--- config.mk ---
export PLATFORM = sky130hd
export DESIGN_NAME = freq_calc_sched
export DESIGN_NICKNAME = d
export VERILOG_FILES = /design/src/rtl/freq_meter_pkg.sv /design/src/rtl/freq_calc_sched_seq_div.sv /design/src/rtl/freq_calc_sched.sv
export SDC_FILE = /design/constraint.sdc
export NUM_CORES = 2
export LEC_CHECK = 0
export CAP_MARGIN = 0
export CELL_PAD_IN_SITES_DETAIL_PLACEMENT = 0
export CELL_PAD_IN_SITES_GLOBAL_PLACEMENT = 2
export CORE_MARGIN = 5
export CORE_UTILIZATION = 43
export CTS_CLUSTER_DIAMETER = 80
export DETAILED_ROUTE_END_ITERATION = 8
export PLACE_DENSITY_LB_ADDON = 0.1
export SLEW_MARGIN = 20
export SYNTH_ARGS = -nofsm -noshare
export SYNTH_HDL_FRONTEND = slang
export SYNTH_SLANG_ARGS = --single-unit
--- constraint.sdc ---
create_clock -name sys_clk -period 39.4 [get_ports sys_clk]
set_input_delay 11.82 -clock sys_clk [delete_from_list [all_inputs] [get_ports sys_clk]]
set_output_delay 11.82 -clock sys_clk [all_outputs]
set_load 0.02 [all_outputs]
--- src/rtl/freq_meter_pkg.sv ---
// Shared types and constants for the frequency meter calculation path.
// Holds the scheduler state/sub-phase encodings, the percent scale and the
// saturated width of the frequency result.
package freq_meter_pkg;

    // Top-level scheduler states: one per quotient, bracketed by IDLE/DONE
    typedef enum logic [2:0] {
        IDLE,
        FREQ,
        DUTY,
        HT,
        LT,
        DONE
    } calc_state_t;

    // Sub-phases inside each quotient state
    typedef enum logic [1:0] {
        SETUP,
        RUN,
        CAPTURE
    } calc_phase_t;

    localparam int PCT_SCALE = 100;
    localparam int FREQ_W    = 34;

    // Largest representable frequency; larger quotients clamp to this
    localparam logic [FREQ_W-1:0] FREQ_SAT = {FREQ_W{1'b1}};

    // Quotient order: FREQ -> DUTY -> HT -> LT -> DONE
    function automatic calc_state_t next_op(input calc_state_t cur);
        calc_state_t nxt;
        nxt = DONE;
        case (cur)
            FREQ:    nxt = DUTY;
            DUTY:    nxt = HT;
            HT:      nxt = LT;
            default: nxt = DONE;
        endcase
        return nxt;
    endfunction

endpackage

--- src/rtl/freq_calc_sched_seq_div.sv ---
// seq_div: iterative restoring divider, one quotient bit per cycle, MSB first.
// A div_start loads the operands; exactly DIV_W iterations follow with no
// early exit. done is high during the final iteration, so the quotient is
// complete from the following cycle. A zero divisor still runs the full
// sequence but the quotient reads as zero and div0 is flagged.
module seq_div #(
    parameter int DIV_W = 80,
    parameter int DVS_W = 49
) (
    input  logic             sys_clk,
    input  logic             sys_rst,
    input  logic             div_start,
    input  logic [DIV_W-1:0] dividend,
    input  logic [DVS_W-1:0] divisor,
    output logic             done,
    output logic [DIV_W-1:0] quotient,
    output logic             div0
);

    localparam int ITER_W = $clog2(DIV_W + 1);

    logic [DIV_W-1:0]  work_q;
    logic [DVS_W-1:0]  rem_q;
    logic [DVS_W-1:0]  dvs_q;
    logic [ITER_W-1:0] iter_q;
    logic              zero_q;

    logic [DVS_W:0]    trial;
    logic [DVS_W-1:0]  diff;
    logic              fits;

    // Trial subtraction of the divisor from the shifted partial remainder
    always_comb begin
        trial = {rem_q, work_q[DIV_W-1]};
        fits  = (trial >= {1'b0, dvs_q});
        diff  = trial[DVS_W-1:0] - dvs_q;
    end

    // Operand load on start, then one restoring step per cycle
    always_ff @(posedge sys_clk or posedge sys_rst) begin
        if (sys_rst) begin
            work_q <= '0;
            rem_q  <= '0;
            dvs_q  <= '0;
            iter_q <= '0;
            zero_q <= 1'b0;
        end else if (div_start) begin
            work_q <= dividend;
            rem_q  <= '0;
            dvs_q  <= divisor;
            iter_q <= ITER_W'(DIV_W);
            zero_q <= (divisor == '0);
        end else if (iter_q != '0) begin
            rem_q  <= fits ? diff : trial[DVS_W-1:0];
            work_q <= {work_q[DIV_W-2:0], fits};
            iter_q <= iter_q - ITER_W'(1);
        end
    end

    assign done     = (iter_q == ITER_W'(1));
    assign quotient = zero_q ? '0 : work_q;
    assign div0     = zero_q;

endmodule

--- src/rtl/freq_calc_sched.sv ---
// freq_calc_sched: sequential calculation scheduler for the equal-precision
// frequency meter. A calc_start latches the four gate counters, then one
// shared restoring divider computes freq, duty, high_time and low_time in
// turn. Latency from an accepted calc_start to valid is fixed at
// 4*(DIV_W+2)+1 cycles, zero divisors included.
// Build option: define FREQ_CALC_ROUND_EN to add floor(divisor/2) to every
// dividend, giving round-half-up quotients (saturation applied afterwards).
module freq_calc_sched
    import freq_meter_pkg::*;
#(
    parameter int CLK_STAND_FREQ = 100_000_000,
    parameter int CNT_W          = 48,
    parameter int DIV_W          = 80
) (
    input  logic              sys_clk,
    input  logic              sys_rst,
    input  logic              calc_start,
    input  logic [CNT_W-1:0]  cnt_clk_test,
    input  logic [CNT_W-1:0]  cnt_clk_stand,
    input  logic [CNT_W-1:0]  cnt_high,
    input  logic [CNT_W-1:0]  cnt_low,
    output logic              busy,
    output logic              valid,
    output logic              overrun,
    output logic              err_div0,
    output logic [FREQ_W-1:0] freq,
    output logic [7:0]        duty,
    output logic [63:0]       high_time,
    output logic [63:0]       low_time
);

    localparam int DVS_W = CNT_W + 1;

    calc_state_t       state_q, state_nxt;
    calc_phase_t       phase_q, phase_nxt;

    logic [CNT_W-1:0]  test_q, stand_q, high_q, low_q;
    logic [FREQ_W-1:0] freq_int;
    logic [7:0]        duty_int;
    logic [63:0]       ht_int;

    logic              div_start;
    logic [DIV_W-1:0]  op_dividend;
    logic [DVS_W-1:0]  op_divisor;
    logic              div_done;
    logic [DIV_W-1:0]  div_quotient;
    logic              div_div0;

    // Scheduler next-state: walk each op through SETUP/RUN/CAPTURE
    always_comb begin
        state_nxt = state_q;
        phase_nxt = phase_q;
        div_start = 1'b0;
        unique case (state_q)
            IDLE: begin
                if (calc_start) begin
                    state_nxt = FREQ;
                    phase_nxt = SETUP;
                end
            end
            FREQ, DUTY, HT, LT: begin
                unique case (phase_q)
                    SETUP: begin
                        div_start = 1'b1;
                        phase_nxt = RUN;
                    end
                    RUN: begin
                        if (div_done) begin
                            phase_nxt = CAPTURE;
                        end
                    end
                    CAPTURE: begin
                        phase_nxt = SETUP;
                        state_nxt = next_op(state_q);
                    end
                    default: phase_nxt = SETUP;
                endcase
            end
            DONE:    state_nxt = IDLE;
            default: state_nxt = IDLE;
        endcase
    end

    // Operand formation for the divider, selected by the current op
    always_comb begin
        op_dividend = '0;
        op_divisor  = '0;
        unique case (state_q)
            FREQ: begin
                op_dividend = DIV_W'(CLK_STAND_FREQ) * DIV_W'(test_q);
                op_divisor  = DVS_W'(stand_q);
            end
            DUTY: begin
                op_dividend = DIV_W'(high_q) * DIV_W'(PCT_SCALE);
                op_divisor  = DVS_W'(high_q) + DVS_W'(low_q);
            end
            HT: begin
                op_dividend = DIV_W'(duty_int) * DIV_W'(freq_int);
                op_divisor  = DVS_W'(PCT_SCALE);
            end
            LT: begin
                op_dividend = DIV_W'(8'(PCT_SCALE) - duty_int) * DIV_W'(freq_int);
                op_divisor  = DVS_W'(PCT_SCALE);
            end
            default: begin
                op_dividend = '0;
                op_divisor  = '0;
            end
        endcase
`ifdef FREQ_CALC_ROUND_EN
        op_dividend = op_dividend + DIV_W'(op_divisor >> 1);
`else
        op_dividend = op_dividend;
`endif
    end

    // State and sub-phase registers
    always_ff @(posedge sys_clk or posedge sys_rst) begin
        if (sys_rst) begin
            state_q <= IDLE;
            phase_q <= SETUP;
        end else begin
            state_q <= state_nxt;
            phase_q <= phase_nxt;
        end
    end

    // Counter capture, per-op result capture and publication of outputs
    always_ff @(posedge sys_clk or posedge sys_rst) begin
        if (sys_rst) begin
            test_q    <= '0;
            stand_q   <= '0;
            high_q    <= '0;
            low_q     <= '0;
            freq_int  <= '0;
            duty_int  <= '0;
            ht_int    <= '0;
            err_div0  <= 1'b0;
            freq      <= '0;
            duty      <= '0;
            high_time <= '0;
            low_time  <= '0;
        end else if (state_q == IDLE) begin
            if (calc_start) begin
                test_q   <= cnt_clk_test;
                stand_q  <= cnt_clk_stand;
                high_q   <= cnt_high;
                low_q    <= cnt_low;
                err_div0 <= 1'b0;
            end
        end else if (phase_q == CAPTURE) begin
            err_div0 <= err_div0 | div_div0;
            unique case (state_q)
                FREQ: begin
                    freq_int <= (div_quotient > DIV_W'(FREQ_SAT)) ?
                                FREQ_SAT : div_quotient[FREQ_W-1:0];
                end
                DUTY: begin
                    duty_int <= (div_quotient > DIV_W'(PCT_SCALE)) ?
                                8'(PCT_SCALE) : div_quotient[7:0];
                end
                HT: begin
                    ht_int <= div_quotient[63:0];
                end
                LT: begin
                    // Publish on entry to DONE so results are present with valid
                    freq      <= freq_int;
                    duty      <= duty_int;
                    high_time <= ht_int;
                    low_time  <= div_quotient[63:0];
                end
                default: begin
                    ht_int <= ht_int;
                end
            endcase
        end
    end

    seq_div #(
        .DIV_W (DIV_W),
        .DVS_W (DVS_W)
    ) u_seq_div (
        .sys_clk   (sys_clk),
        .sys_rst   (sys_rst),
        .div_start (div_start),
        .dividend  (op_dividend),
        .divisor   (op_divisor),
        .done      (div_done),
        .quotient  (div_quotient),
        .div0      (div_div0)
    );

    assign busy    = (state_q != IDLE) && (state_q != DONE);
    assign valid   = (state_q == DONE);
    assign overrun = calc_start && (state_q != IDLE);

endmodule

==> metrics.txt <==
Post-Synth Simple-Gate Area=11.9%; total grt overflow=0; crit path kind=primary input to output port; largest net degree at the start of global routing=177; flip-flop and latch area=16500 sq um; DIE AREA=177000 sq um; fin crit period=24900 ps; XOR/XNOR share of the synthesized area=2.92%; critical path arrival=13080 ps; Die X=421 microns; Post-synth EDFFs=0; status=complete, no violations; CTS Buffer Depth=3; Critical Path Fanout Max=3; vias in the first global route=57900; Worst setup SP type=primary input; post-CTS setup buffer count=0; ys flop type=dfrtp_1; remaining antenna violation count=0; CTS clk-pin slew, worst paths=60 ps; Crit. End Element=output port; final RePlAce weighted congestion=0.901; layout cell share with drive strength beyond 1=6.53%; Final Max Slew Viols=0; routed via count=55500; Mapped Cells=7740; worst slew pin tran=1060 ps; Fmax=40.2 MHz; final setup violation count=0; area of the multi-input gates=50200 sq um; register area share after synthesis=22.8%; CTS H-tree lvls=3; CTS buffer count=87; cts hold-fix bufs=0; Seq cells post-synth=660; PwrDens=18.9 nW/um^2; initial antenna violation count=5; CTS tree=yes; Synth Area in Compound Gates=13.2%; # resized after CTS=0; CTS Root Cell=clkbuf_16; # nets final=9726; Setup TNS=0 ps; Final Skew=48.0 ps; Ports=369; Vias/cell=5.43; final worst-path cycle share=63.2%; area added between synthesis and finish=12.2%; syn_area_per_cell=9.38 sq um; Post-DP HPWL=191 mm; port bufs=368; drt initial violations=3860; core area=168000 sq um; number of remaining DRC errors=0; Synth Area in Adders=36.8%; final worst slack=14500 ps; Clock Sinks=660; hold crit path type=flop to flop; first-pass GRT wire length=367 mm; asr flop ratio synth=100%; Initial Util=43.3%; Worst EP required=27580 ps; Cell variety after synth=88; Hold Fails Final Rpt=0; RSZ-0062 raised after global routing=false; max-cap violation count=0; hold_ws=474 ps; Vert. Die Dim=421 microns; overall routing resource usage=27.4%; yosys warns=0; Clock Latency Late Sink=750 ps; Slew HR=27.2%; static leakage power=41.7 nW; final WL=240 mm; post-synthesis mux area share=4.13%; drt pass-1 iters=5; Place WS=14480 ps; largest family of logic cells by synthesized area=adder cells; FILL cells=16100; synthesized area=72600 sq um; Cell Rows=150; maximum VDD drop=0.0309 mV; Syn Nets=9522; Avg WL per Cell=23.5 microns
-- sequential cells by signal, indices dropped and copies added (netlist names), 3 cells and up --
register / count
duty: 8
duty_int: 8
freq: 34
freq_int: 34
high_q: 48
high_time: 64
ht_int: 64
low_q: 48
low_time: 64
stand_q: 48
state_q: 3
test_q: 48
u_seq_div.dvs_q: 49
u_seq_div.iter_q: 7
u_seq_div.rem_q: 49
u_seq_div.work_q: 80
-- per-stage QoR --
stage	cell area, sq um	instances	util (%)	total power, mW
2_1_floorplan	72600	7740	-	0.701
3_3_place_gp	78500	10100	46.8	0.728
3_5_place_dp	78500	10100	46.8	0.729
4_1_cts	81500	10200	48.6	1.57
5_1_grt	81500	10200	48.6	1.60
6_report	81500	10200	48.6	1.54
-- layer usage --
layer | track usage (%) | share of wire [%]
met1 | 37.1 | 44
met2 | 46.5 | 48
met3 | 3.25 | 4.1
met4 | 8.18 | 3.4
met5 | 0 | 0
-- placed cells by master (no fill, tap or decap), types with 22 or more instances in the layout --
| cell | count |
|---|---|
| inv_1 | 1278 |
| fa_1 | 911 |
| nand2_1 | 860 |
| ha_1 | 676 |
| dfrtp_1 | 660 |
| o21ai_0 | 445 |
| clkdlybuf4s50_1 | 368 |
| a21oi_1 | 355 |
| nor2_1 | 269 |
| mux2_2 | 247 |
| and2_1 | 213 |
| a21o_1 | 148 |
| a31oi_1 | 147 |
| xnor2_1 | 139 |
| nor2b_1 | 105 |
| nand2b_1 | 98 |
| xor2_1 | 97 |
| clkbuf_16 | 87 |
| buf_4 | 73 |
| and3_1 | 51 |
| nand4_1 | 50 |
| nand3_1 | 50 |
| o21bai_1 | 48 |
| a211oi_1 | 46 |
| o21a_1 | 44 |
| nor3_1 | 39 |
| o22ai_1 | 33 |
| a22oi_1 | 30 |
| a221oi_1 | 28 |
| nor4_1 | 26 |
| mux2i_1 | 22 |
| o31ai_1 | 22 |
-- synth_stat cells, drive strengths merged (101+ instances only) --
cell type	instances	area [sq um]
nand2	867	3260
ha	676	8460
nor2	275	1030
xnor2	141	1230
clkbuf	296	1110
and2	216	1350
a31oi	148	926
fa	911	18200
a21oi	355	1780
nor2b	105	657
mux2	247	2780
dfrtp	660	16500
inv	1279	4800
a21o	148	1110
o21ai	455	2280
xor2	101	885
-- cells by family after synthesis --
kind of cell	after synthesis
compound gates	1534
flops	660
mux	269
fa+ha+maj	1587
simple gates	1841
buf+inv	1607
xor+xnor	242
-- cell type report --
cell class                      count  share of cell area (%)
Antenna cell                        1                 0.00307
Clock buffer                      112                    2.91
Clock inverter                     42                   0.719
Inverter                         1279                    5.90
Multi-Input combinational cell   5473                    61.6
Sequential cell                   660                    20.3
Tap cell                         2204                    3.38
Timing Repair Buffer              443                    5.23
-- report_power, final --
part	leakage (nW)	internal (mW)	switching, mW
Sequential	8.58	0.678	0
Combinational	31.7	0.0177	0.0190
Clock	1.43	0.479	0.349
-- worst paths after layout --
kind	start	endpoint	slack [ps]	cells past startpoint
max	calc_start	overrun	14500	3
min	ht_int[37]	ht_int[37]	470	2
max reg2reg	duty_int[0]	u_seq_div.work_q[48]	30060	29
min reg2reg	ht_int[37]	ht_int[37]	470	2
max in group asynchronous	sys_rst	u_seq_div.dvs_q[30]	25240	5
min in group asynchronous	sys_rst	freq[13]	11560	2
-- critical path: stages --
cell and delay [ps]:
clkdlybuf4s50_1 490, nor2b_1 150, clkdlybuf4s50_1 620
Note: power is estimated with default switching activity, not from simulation.
